File: src/rtl/add_pkg.sv
// Shared definitions for the chunked adder sequencer: slice width, FSM
// state encoding and a constant log2 helper used to size the chunk counter.
package add_pkg;

  localparam int CHUNK_W = 5;

  typedef enum logic [1:0] {
    IDLE = 2'd0,
    RUN  = 2'd1,
    DONE = 2'd2
  } state_e;

  function automatic int clog2(input int n);
    int r;
    for (r = 0; (1 << r) < n; r++) begin
    end
    return r;
  endfunction

endpackage

File: src/rtl/add5_slice.sv
// Purely combinational ripple-carry adder slice, CHUNK_W bits wide, built
// from per-bit full-adder equations.
module add5_slice
  import add_pkg::*;
(
  input  logic [CHUNK_W-1:0] a,
  input  logic [CHUNK_W-1:0] b,
  input  logic               ci,
  output logic [CHUNK_W-1:0] s,
  output logic               co
);

  logic [CHUNK_W:0] c;

  always_comb begin
    c    = '0;
    s    = '0;
    c[0] = ci;
    for (int i = 0; i < CHUNK_W; i++) begin
      s[i]   = a[i] ^ b[i] ^ c[i];
      c[i+1] = (a[i] & b[i]) | (c[i] & (a[i] ^ b[i]));
    end
    co = c[CHUNK_W];
  end

endmodule

File: src/rtl/add_seq_ctrl.sv
// Wide adder that reuses one CHUNK_W-bit slice, LSB chunk first, with
// valid/ready on both sides. Define ADD_SEQ_SUB_EN to add the sub port (X-Y).
//
// state | meaning
// IDLE  | waiting for operands, in_ready high
// RUN   | one chunk per cycle through the slice, carry chained via carry_q
// DONE  | result held on s/c_out with out_valid until out_ready
module add_seq_ctrl
  import add_pkg::*;
#(
  parameter  int NCHUNK = 4,
  localparam int W      = CHUNK_W * NCHUNK
) (
  input  logic         clk,
  input  logic         rst_n,
  input  logic         in_valid,
  output logic         in_ready,
  input  logic [W-1:0] x,
  input  logic [W-1:0] y,
`ifdef ADD_SEQ_SUB_EN
  input  logic         sub,
`endif
  output logic         out_valid,
  input  logic         out_ready,
  output logic [W-1:0] s,
  output logic         c_out,
  output logic         busy
);

  localparam int CW = clog2(NCHUNK);
  localparam logic [CW-1:0] LAST = CW'(NCHUNK - 1);

  state_e         state_q, state_d;
  logic [CW-1:0]  cnt_q, cnt_d;
  logic [W-1:0]   x_sh_q, x_sh_d;
  logic [W-1:0]   y_sh_q, y_sh_d;
  logic [W-1:0]   s_q, s_d;
  logic           carry_q, carry_d;
  logic           c_out_q, c_out_d;
  logic           out_valid_q, out_valid_d;
  logic [CHUNK_W-1:0] slice_b;
  logic [CHUNK_W-1:0] slice_s;
  logic               slice_co;

`ifdef ADD_SEQ_SUB_EN
  logic sub_q, sub_d;
  // Subtraction is x + ~y + 1: invert each y chunk, seed carry with 1.
  assign slice_b = y_sh_q[CHUNK_W-1:0] ^ {CHUNK_W{sub_q}};
`else
  assign slice_b = y_sh_q[CHUNK_W-1:0];
`endif

  add5_slice u_slice (
    .a  (x_sh_q[CHUNK_W-1:0]),
    .b  (slice_b),
    .ci (carry_q),
    .s  (slice_s),
    .co (slice_co)
  );

  always_comb begin
    state_d     = state_q;
    cnt_d       = cnt_q;
    x_sh_d      = x_sh_q;
    y_sh_d      = y_sh_q;
    s_d         = s_q;
    carry_d     = carry_q;
    c_out_d     = c_out_q;
    out_valid_d = out_valid_q;
    in_ready    = 1'b0;
    busy        = 1'b0;
`ifdef ADD_SEQ_SUB_EN
    sub_d       = sub_q;
`endif
    case (state_q)
      IDLE: begin
        in_ready = 1'b1;
        if (in_valid) begin
          x_sh_d  = x;
          y_sh_d  = y;
          cnt_d   = '0;
          s_d     = '0;
          c_out_d = 1'b0;
`ifdef ADD_SEQ_SUB_EN
          sub_d   = sub;
          carry_d = sub;
`else
          carry_d = 1'b0;
`endif
          state_d = RUN;
        end
      end
      RUN: begin
        busy    = 1'b1;
        // Result chunks enter at the MSB end so chunk 0 lands at the bottom.
        s_d     = {slice_s, s_q[W-1:CHUNK_W]};
        x_sh_d  = {{CHUNK_W{1'b0}}, x_sh_q[W-1:CHUNK_W]};
        y_sh_d  = {{CHUNK_W{1'b0}}, y_sh_q[W-1:CHUNK_W]};
        carry_d = slice_co;
        cnt_d   = cnt_q + 1'b1;
        if (cnt_q == LAST) begin
          c_out_d     = slice_co;
          out_valid_d = 1'b1;
          state_d     = DONE;
        end
      end
      DONE: begin
        busy = 1'b1;
        if (out_ready) begin
          out_valid_d = 1'b0;
          state_d     = IDLE;
        end
      end
      default: begin
        out_valid_d = 1'b0;
        state_d     = IDLE;
      end
    endcase
  end

  always_ff @(posedge clk or negedge rst_n) begin
    if (!rst_n) begin
      state_q     <= IDLE;
      cnt_q       <= '0;
      x_sh_q      <= '0;
      y_sh_q      <= '0;
      s_q         <= '0;
      carry_q     <= 1'b0;
      c_out_q     <= 1'b0;
      out_valid_q <= 1'b0;
`ifdef ADD_SEQ_SUB_EN
      sub_q       <= 1'b0;
`endif
    end else begin
      state_q     <= state_d;
      cnt_q       <= cnt_d;
      x_sh_q      <= x_sh_d;
      y_sh_q      <= y_sh_d;
      s_q         <= s_d;
      carry_q     <= carry_d;
      c_out_q     <= c_out_d;
      out_valid_q <= out_valid_d;
`ifdef ADD_SEQ_SUB_EN
      sub_q       <= sub_d;
`endif
    end
  end

  assign s         = s_q;
  assign c_out     = c_out_q;
  assign out_valid = out_valid_q;

endmodule
File: config.mk
export PLATFORM = sky130hd
export DESIGN_NAME = add_seq_ctrl
export DESIGN_NICKNAME = d
export VERILOG_FILES = /design/src/rtl/add_pkg.sv /design/src/rtl/add5_slice.sv /design/src/rtl/add_seq_ctrl.sv
export SDC_FILE = /design/constraint.sdc
export NUM_CORES = 1
export LEC_CHECK = 0
export ABC_AREA = 1
export CAP_MARGIN = 40
export CORE_MARGIN = 2
export CORE_UTILIZATION = 50
export CTS_CLUSTER_DIAMETER = 120
export DETAILED_ROUTE_END_ITERATION = 8
export PLACE_DENSITY_LB_ADDON = 0.2
export SLEW_MARGIN = 20
export SYNTH_ARGS = -nofsm -noshare
export SYNTH_HDL_FRONTEND = slang
export SYNTH_SLANG_ARGS = --single-unit
File: constraint.sdc
create_clock -name clk -period 3.39 [get_ports clk]
set_clock_uncertainty 0.2 [all_clocks]
set_input_delay 0.678 -clock clk [delete_from_list [all_inputs] [get_ports clk]]
set_output_delay 0.678 -clock clk [all_outputs]
set_load 0.05 [all_outputs]
==> results of run 1 <==
[path summary, 6_finish.rpt]
| kind | startpoint | end | slack [ps] |
|---|---|---|---|
| setup reg to reg | carry_q | carry_q | 630 |
| hold / removal | rst_n | s[7] | 180 |
| max in group asynchronous | rst_n | cnt_q[1] | 2170 |
| min in group clk | out_valid | out_valid | 280 |
| hold reg to reg | out_valid | out_valid | 280 |
| setup / recovery | state_q[1] | in_ready | 590 |
[critical path, stage by stage, from the launching register on]
cell             delay, ps
dfrtp_1                400
inv_1                   90
ha_1                   250
clkdlybuf4s50_1        840
[routing by layer]
| metal | vias up | routed length (um) | global-route usage [%] | part of all wire, % |
|---|---|---|---|---|
| li1 | 1394 | - | - | - |
| met1 | 1305 | 3035 | 26.28 | 43 |
| met2 | 101 | 3464 | 36.44 | 49 |
| met3 | 18 | 453 | 4.326 | 6.4 |
| met4 | 0 | 151 | 9.380 | 2.1 |
| met5 | - | 0 | 0 | 0 |
[kinds of logic (layout without fill, tap and decap cells)]
| kind of cell | after synthesis | in the layout | share of synthesized area, % |
|---|---|---|---|
| AND/OR/NAND/NOR | 257 | 257 | 32.89 |
| flip-flops | 67 | 67 | 51.48 |
| buffers and inverters | 47 | 112 | 6.876 |
| AO/OA/AOI/OAI | 21 | 21 | 3.458 |
| adder cells (fa/ha/maj) | 9 | 9 | 4.610 |
| multiplexers | 1 | 1 | 0.6915 |
[stage by stage]
step | util (%) | instance area [um^2] | setup slack, ps
6_report | 65.60 | 4141 | 592.4
5_1_grt | 65.60 | 4141 | 454.0
4_1_cts | 65.60 | 4141 | 576.6
3_5_place_dp | 62.82 | 3966 | 650.1
3_3_place_gp | 62.58 | 3951 | 747.3
2_1_floorplan | - | 3257 | 857.6
[power by group]
group / internal, mW / switching (mW)
Combinational: 0.734 / 1.44
Sequential: 1.16 / 0.205
Clock: 0.334 / 0.285
[layout make-up]
type | count | share of cell area [%]
Clock buffer | 12 | 3.263
Sequential cell | 67 | 40.48
Tap cell | 77 | 2.326
Inverter | 21 | 1.903
Clock inverter | 3 | 0.9668
Timing Repair Buffer | 76 | 18.19
Multi-Input combinational cell | 288 | 32.87
[synth_stat cells]
cell type / number / area share (%)
nand3_1: 75 / 12
buf_1: 1 / 0.12
mux2i_4: 1 / 0.69
nand2_2: 2 / 0.38
fa_1: 5 / 3.1
buf_6: 5 / 1.7
buf_2: 8 / 1.2
clkbuf_1: 12 / 1.4
nand4_1: 3 / 0.58
inv_1: 20 / 2.3
ha_1: 4 / 1.5
dfrtp_1: 67 / 51
nand2_1: 177 / 20
o21ai_0: 19 / 2.9
o21ai_2: 2 / 0.54
inv_2: 1 / 0.12
[flip-flops by register name, summed over array words and instances (netlist names)]
signal / cells
c_out: 1
carry_q: 1
cnt_q: 2
out_valid: 1
s: 20
state_q: 2
x_sh_q: 20
y_sh_q: 20
==> summary.txt, run 1 <==
Synthesis
  • Mapped Nets: approximately 460
  • Post-Synthesis Mean Instance Area: a little over 8 um^2
  • Yosys warnings: 0
  • Flops & latches, synth: 67
  • Post-synthesis sequential area ratio: 51.48%
  • Distinct cells, synth: 16
  • Cell Area, Synth: approximately 3300 um^2
  • Post-synthesis instance total: ~400

Final layout
  • Fin nets: around 520
  • Multi-input gate area: between 1000 and 1500 um^2
  • Layout Cells excl Fill: approximately 540
  • Number of fillers in the final layout: 560
  • Area Overhead vs Synth: 27.16%
  • Most frequent cells in the layout: nand2_1 (176), nand3_1 (75), dfrtp_1 (67)
  • ANT cells: 0
  • Sequential cell area: 1677 um^2
  • Commonest non-fill, non-tap cell in the layout: nand2_1
  • Share of layout cells above drive strength 1: between 6 and 7%

Pwr
  • LEAKAGE: 2.118 nW
  • Peak supply drop: between 0.0006 and 0.0007 V
  • Power density cells: between 1000 and 1500 nW/um^2
  • Total Power: 4.161 mW

Route
  • First-pass detailed-route iteration total: 4
  • DR DRC count: 0
  • Routed len/inst: roughly 13 um
  • Post-Route WL: a little over 7000 um
  • Vias: 2818
  • Drt via density: a little over 5
  • Drt first-iter violations: ~190
  • Routed Antenna Nets: 0

Placement
  • Placed Cells: between 500 and 600
  • I/O Buffers: between 60 and 70
  • GPL Wtd Cong: roughly 0.8
  • Hpwl dp: 4642 um

Worst setup path
  • Crit path arrival time: between 1500 and 2000 ps
  • Register-to-Register Path Depth: 11
  • Critical path endpoint category: output pin
  • CP startpoint kind: register
  • CP Class: reg2out
  • Crit-path max FO: 5
  • Worst Path Required: between 2000 and 3000 ps

Timing
  • Final worst-path cycle share: about 83%
  • Achievable Freq: roughly 0.36 GHz
  • Setup TNS: 0 ps
  • Slew margin rel.: about 53%
  • Setup-failing EPs final: 0
  • Fin Hold WS: between 150 and 200 ps
  • Final min period: about 2800 ps
  • RSZ-0062 raised after global routing: no
  • Final hold viol count: 0
  • Pins Over Slew Limit: 0
  • Tightest Pin Transition: about 700 ps

CTS
  • Clock tree buffer depth: 2
  • H-Tree Depth: 3
  • Clock buffer count from CTS: 9
  • Post-CTS setup buffers: 0
  • Clk Tree Root Cell: clkbuf_8
  • Post-CTS Resized: 0
  • Clock Latency Late Sink: approximately 340 ps
  • Clock tree from TritonCTS: done
  • Post-CTS Hold Buffers: 0
  • Clock-pin slew on the worst setup and hold paths: 70 ps
  • CTS Sinks: 67

Global route
  • Largest net degree at the start of global routing: 51
  • Tot GR Track Use: a little over a fifth
  • Initial antenna violation count: 0
  • Grt total ovfl: 0
  • Vias in the first global route: 2725
  • First-pass GRT wire length: approximately 12000 um

Die
  • # rows: 29
  • Chip Width: around 85 um
  • Core Box Area: around 6300 um^2
  • Io pins: 68
  • Die Area: between 7000 and 8000 um^2
  • Die Y: approximately 85 um
  • Initial Util: 51.59%

Status
  • Status: finished clean

Flow run
  • Max_cap viols: 0

Worst hold path
  • Worst min path class: in2async
No activity file was read; power rests on OpenSTA's default activity.
==> run 2, diff against run 1 <==
==> constraint.sdc (replaced) <==
create_clock -name clk -period 2.86 [get_ports clk]
set_clock_uncertainty 0.2 [all_clocks]
set_input_delay 0.572 -clock clk [delete_from_list [all_inputs] [get_ports clk]]
set_output_delay 0.572 -clock clk [all_outputs]
set_load 0.05 [all_outputs]
==> run 2 against run 1 <==
Compared with the run above: die area did not move; sequential share of layout area fell by 1.2 points; register-to-register slack got worse by 550 ps; critical path depth rose by 8; flip-flop and latch count did not move; highest routed layer unchanged; clock-buffer cell count fell by 3; cell count fell by 0.18%; critical endpoint is now carry_q; via count fell by 1.8%.
==> summary.txt, run 2 (synthesis gave the netlist of run 1 again) <==
CTS
  • Clock-pin slew on the worst setup and hold paths: 70 ps (about the same)
  • Clock tree buffer depth: 2 (unchanged)
  • Clk Tree Root Cell: clkbuf_8
  • Clock tree from TritonCTS: done
  • H-Tree Depth: 3 (unchanged)
  • Clock buffer count from CTS: 9 (unchanged)
  • Post-CTS Resized: 0 (unchanged)
  • Post-CTS setup buffers: 0 (unchanged)
  • Clock Latency Late Sink: 350 ps (about the same)
  • Post-CTS Hold Buffers: 0 (unchanged)
  • CTS Sinks: 67 (unchanged)

Die
  • Core Box Area: 6314 um^2 (unchanged)
  • Chip Width: 84.71 um (unchanged)
  • Io pins: 68 (unchanged)
  • Initial Util: 51.59% (unchanged)
  • # rows: 29 (unchanged)
  • Die Y: 84.71 um (unchanged)
  • Die Area: 7175 um^2 (unchanged)

Route
  • Routed len/inst: 13.34 um (+2.2%)
  • Post-Route WL: 7246 um (+2.0%)
  • First-pass detailed-route iteration total: 4 (unchanged)
  • Drt via density: 5.096 (-1.6%)
  • Vias: 2767 (-1.8%)
  • Drt first-iter violations: 142 (-23%)
  • Routed Antenna Nets: 0 (unchanged)
  • DR DRC count: 0 (unchanged)

Placement
  • Hpwl dp: 4732 um (+1.9%)
  • GPL Wtd Cong: 0.7962 (-0.33%)
  • I/O Buffers: 67 (unchanged)

Timing
  • Setup-failing EPs final: 0 (unchanged)
  • Final worst-path cycle share: between 90% and 100%
  • Final hold viol count: 0 (unchanged)
  • Slew margin rel.: 56.05% (+2.6 points)
  • Tightest Pin Transition: 659.2 ps (-38.72 ps)
  • Setup TNS: 0 ps (unchanged)
  • RSZ-0062 raised after global routing: no
  • Final min period: 2784 ps
  • Achievable Freq: between 0.3 and 0.4 GHz
  • Pins Over Slew Limit: 0 (unchanged)

Worst setup path
  • FF-to-FF setup slack: 80 ps (-550 ps)
  • Crit Reg-Reg Startpoint: x_sh_q[0]
  • RR Endpoint: carry_q
  • CP Cell Sequence: inv_1 > fa_2 > fa_1 > inv_1 > fa_1 > fa_1 > fa_1 > nand2_1 > inv_1 > nand2_1 > o21ai_0
  • Crit path arrival time: 2800 ps (+880 ps)
  • Register-to-Register Path Depth: 11 (unchanged)
  • Critical path endpoint category: register
  • Most used cell, CP: fa_1
  • Worst Path Required: 2880 ps (+370 ps)
  • CP Class: reg2reg
  • Setup crit end: carry_q
  • Slowest stage delay, CP: 460 ps (-380 ps)
  • CP startpoint kind: register
  • CP max stage cell: fa_1
  • Worst Setup SP: x_sh_q[0]
  • Crit-path max FO: 2 (-3)

Final layout
  • Fin nets: 514 (-0.39%)
  • ANT cells: 0 (unchanged)
  • Share of layout cells above drive strength 1: 7.082% (+0.66 points)
  • Final core utilization: 67.58% (+2.0 points)
  • Most frequent cells in the layout: nand2_1 (176), nand3_1 (75), dfrtp_1 (67)
  • Commonest non-fill, non-tap cell in the layout: nand2_1
  • Area Overhead vs Synth: 31.00%

Global route
  • Initial antenna violation count: 0 (unchanged)
  • Grt total ovfl: 0 (unchanged)
  • Largest net degree at the start of global routing: 57 (+12%)
  • First-pass GRT wire length: 12520 um (+2.6%)
  • Tot GR Track Use: 21.82% (+0.46 points)
  • Vias in the first global route: 2805 (+2.9%)

Pwr
  • Power density cells: 1260 nW/um^2 (+25%)
  • LEAKAGE: 2.171 nW (+2.5%)
  • Peak supply drop: 0.0008259 V (+30%)

Status
  • Status: finished clean

Worst hold path
  • Worst min path class: in2async

Flow run
  • Max_cap viols: 0 (unchanged)
-- run 2: changes by cell type in the layout (fill, tap and decap cells not counted) --
cell | previous run | this run
fa_2 | 0 | 1
bufinv_16 | 1 | 5
buf_16 | 0 | 1
buf_4 | 7 | 4
fa_1 | 5 | 4
clkinv_4 | 0 | 1
clkinv_2 | 2 | 1
buf_12 | 1 | 2
clkbuf_1 | 3 | 0
buf_8 | 1 | 0
-- run 2: metal layers --
metal,track usage (%),up-vias,wire length [um]
met5,0,-,0
met4,10.53,0,176
met3,3.638,16,300
met2,37.29,76,3616
met1,26.88,1279,3152
li1,-,1396,-
-- run 2: worst min path at each step --
stage | start | endpoint | slack, ps
after floorplan | rst_n | c_out | 80
after global placement | out_valid | out_valid | 260
after detailed placement | out_valid | out_valid | 280
after CTS | rst_n | y_sh_q[16] | 60
after global routing | rst_n | y_sh_q[18] | 90
final | rst_n | s[7] | 60
-- run 2: stage by stage --
step                      std cells  cell area, um^2  power (mW)  hold WS, ps  worst slack [ps]
after global placement          526             3949       4.155        256.7             248.0
after floorplan                 402             3257       3.523        76.41             327.6
after CTS                       543             4264       5.411        63.87             86.50
after detailed placement        527             3976       4.275        281.6             97.72
final                           543             4267       5.375        55.08             75.87
after global routing            543             4267       5.757        93.91             8.511
-- run 2: final cells by class --
type                    count  area (um^2)
fillers                   552         2047
clock buffers               9        123.9
flip-flops and latches     67         1677
clock inverters             7        163.9
inverters                  21        78.83
repair buffers             74        763.2
multi-input cells         288         1364
well taps                  77        96.34
-- run 2: worst max-delay path, delay by kind of cell (launching register included) --
kind	cells	cell delay (ps)
fa+ha+maj	5	1630
flops	1	370
buf+inv	3	240
simple gates	2	150
compound gates	1	80
-- run 2: power breakdown --
group | internal, mW | leakage (nW) | switching (mW)
Clock | 0.755 | 0.143 | 0.366
Sequential | 1.37 | 0.866 | 0.246
Combinational | 0.901 | 1.16 | 1.73
Total | 3.03 | 2.17 | 2.35
==> run 3, diff against run 2 <==
--- a/config.mk
+++ b/config.mk
@@ -9,6 +9,7 @@
 export CAP_MARGIN = 40
 export CORE_MARGIN = 2
 export CORE_UTILIZATION = 50
+export CTS_BUF_LIST = sky130_fd_sc_hd__clkbuf_4
 export CTS_CLUSTER_DIAMETER = 120
 export DETAILED_ROUTE_END_ITERATION = 8
 export PLACE_DENSITY_LB_ADDON = 0.2
==> run 3 against run 2 <==
Compared with the run above: combinational power hardly changed; die area is the same; worst setup slack improved by 34 ps; power shrank 2.7%; critical path type unchanged; largest cell class unchanged.
==> summary.txt, run 3 (synthesis gave the netlist of run 1 again) <==
Status
  • Status: finished clean

Die
  • Initial Util: 51.59% (unchanged)
  • Die Y: 84.71 um (unchanged)
  • Die Area: 7175 um^2 (unchanged)
  • Core Box Area: 6314 um^2 (unchanged)
  • # rows: 29 (unchanged)
  • Io pins: 68 (unchanged)
  • Chip Width: 84.71 um (unchanged)

Worst setup path
  • CP Class: reg2reg
  • CP max stage cell: fa_1
  • Setup crit end: carry_q
  • Crit-path max FO: 2 (unchanged)
  • Slowest stage delay, CP: 460 ps (about the same)
  • Crit Reg-Reg Startpoint: x_sh_q[0]
  • Register-to-Register Path Depth: 11 (unchanged)
  • Critical path endpoint category: register
  • Worst Setup SP: x_sh_q[0]
  • RR Endpoint: carry_q
  • Worst Path Required: 2950 ps (+70 ps)
  • CP Cell Sequence: inv_1 > fa_2 > fa_1 > inv_1 > fa_1 > fa_2 > fa_1 > nand2_1 > inv_1 > nand2_1 > o21ai_0
  • Crit path arrival time: 2840 ps (+40 ps)
  • FF-to-FF setup slack: 110 ps (+30 ps)
  • CP startpoint kind: register

Final layout
  • Area Overhead vs Synth: 29.73%
  • Layout Cells excl Fill: 544 (+0.18%)
  • Share of layout cells above drive strength 1: 7.281% (+0.20 points)
  • ANT cells: 0 (unchanged)
  • Fin nets: 515 (+0.19%)
  • Most frequent cells in the layout: nand2_1 (176), nand3_1 (75), dfrtp_1 (67)
  • Commonest non-fill, non-tap cell in the layout: nand2_1

Timing
  • RSZ-0062 raised after global routing: no
  • Slew margin rel.: 55.98% (-0.077 points)
  • Tightest Pin Transition: 660.4 ps (+1.158 ps)
  • Setup-failing EPs final: 0 (unchanged)
  • Pins Over Slew Limit: 0 (unchanged)
  • Final worst-path cycle share: 96.17% (-1.2 points)
  • Post-route setup slack: 109.5 ps (+33.61 ps)
  • Final min period: 2751 ps (-33.61 ps)
  • Setup TNS: 0 ps (unchanged)
  • Achievable Freq: 0.3636 GHz (+1.2%)
  • Final hold viol count: 0 (unchanged)
  • Fin Hold WS: 301.4 ps (+246.3 ps)

Flow run
  • Max_cap viols: 0 (unchanged)

Global route
  • First-pass GRT wire length: 12560 um (+0.34%)
  • Initial antenna violation count: 0 (unchanged)
  • Tot GR Track Use: 21.96% (+0.14 points)
  • Grt total ovfl: 0 (unchanged)
  • Largest net degree at the start of global routing: 57 (unchanged)
  • Vias in the first global route: 2810 (+0.18%)

CTS
  • Clk Tree Root Cell: clkbuf_4
  • CTS Sinks: 67 (unchanged)
  • Clock tree from TritonCTS: done
  • Clock Latency Late Sink: 410 ps (+60 ps)
  • Post-CTS setup buffers: 0 (unchanged)
  • Clock buffer count from CTS: 9 (unchanged)
  • H-Tree Depth: 3 (unchanged)
  • Clock-pin slew on the worst setup and hold paths: 110 ps (+40 ps)
  • Clock tree buffer depth: 2 (unchanged)

Route
  • Routed Antenna Nets: 0 (unchanged)
  • DR DRC count: 0 (unchanged)
  • Drt via density: 5.132 (+0.72%)
  • Routed len/inst: 13.45 um (+0.81%)
  • Drt first-iter violations: 133 (-6.3%)
  • First-pass detailed-route iteration total: 4 (unchanged)
  • Post-Route WL: 7318 um (+0.99%)
  • Vias: 2792 (+0.90%)

Pwr
  • LEAKAGE: 2.158 nW (-0.63%)
  • Power density cells: 1237 nW/um^2 (-1.8%)
  • Peak supply drop: 0.0008201 V (-0.70%)

Placement
  • I/O Buffers: 67 (unchanged)
  • Dpl ws: 97.72 ps (unchanged)
  • Placed Cells: 527 (unchanged)
  • Hpwl dp: 4732 um (unchanged)
  • GPL Wtd Cong: 0.7962 (unchanged)

Worst hold path
  • Worst min path class: reg2reg
[run 3: layer usage]
layer  vias up  GRT usage (%)  wire length (um)
met5         -              0                 0
met4         0          10.53               148
met2        68          37.37              3695
li1       1399              -                 -
met3        13          3.638               281
met1      1312          27.25              3192
[run 3: cell type report]
cell class,count,area (um^2)
Multi-Input combinational cell,288,1366
Sequential cell,67,1677
Fill cell,557,2088
Inverter,21,78.83
Clock inverter,7,163.9
Timing Repair Buffer,75,775.7
Tap cell,77,96.34
Clock buffer,9,67.56
[run 3: how the worst min path moves through the flow]
stage | start | endpoint | slack, ps | depth (start not counted)
2_1_floorplan | rst_n | c_out | 80 | 0
3_3_place_gp | out_valid | out_valid | 260 | 2
3_5_place_dp | out_valid | out_valid | 280 | 2
4_1_cts | out_valid | out_valid | 310 | 2
5_1_grt | out_valid | out_valid | 330 | 2
6_report | out_valid | out_valid | 300 | 2
[run 3: through the flow]
stage | utilization, % | area (um^2) | power, mW
6_report | 66.92 | 4225 | 5.228
5_1_grt | 66.92 | 4225 | 5.609
4_1_cts | 66.81 | 4218 | 5.257
3_5_place_dp | 62.98 | 3976 | 4.275
3_3_place_gp | 62.54 | 3949 | 4.155
2_1_floorplan | - | 3257 | 3.523
[run 3: critical path, delay by kind of cell, from the launching register on]
family,cells,cell delay [ps]
AOI/OAI and AO/OA,1,80
adders and majority gates,5,1580
buffers and inverters,3,240
DFF,1,380
and+or+nand+nor,2,150
[run 3: what timing repair did]
item                       in CTS  in global routing
hold buffers                    1                  0
gates resized for setup         0                  3
setup endpoints to repair       0                  3
hold endpoints to repair       26                  0
[run 3: power breakdown]
part	internal, mW	leakage [nW]	switching, mW
clock	0.619	0.120	0.349
combinational	0.903	1.17	1.74
sequential	1.37	0.866	0.249
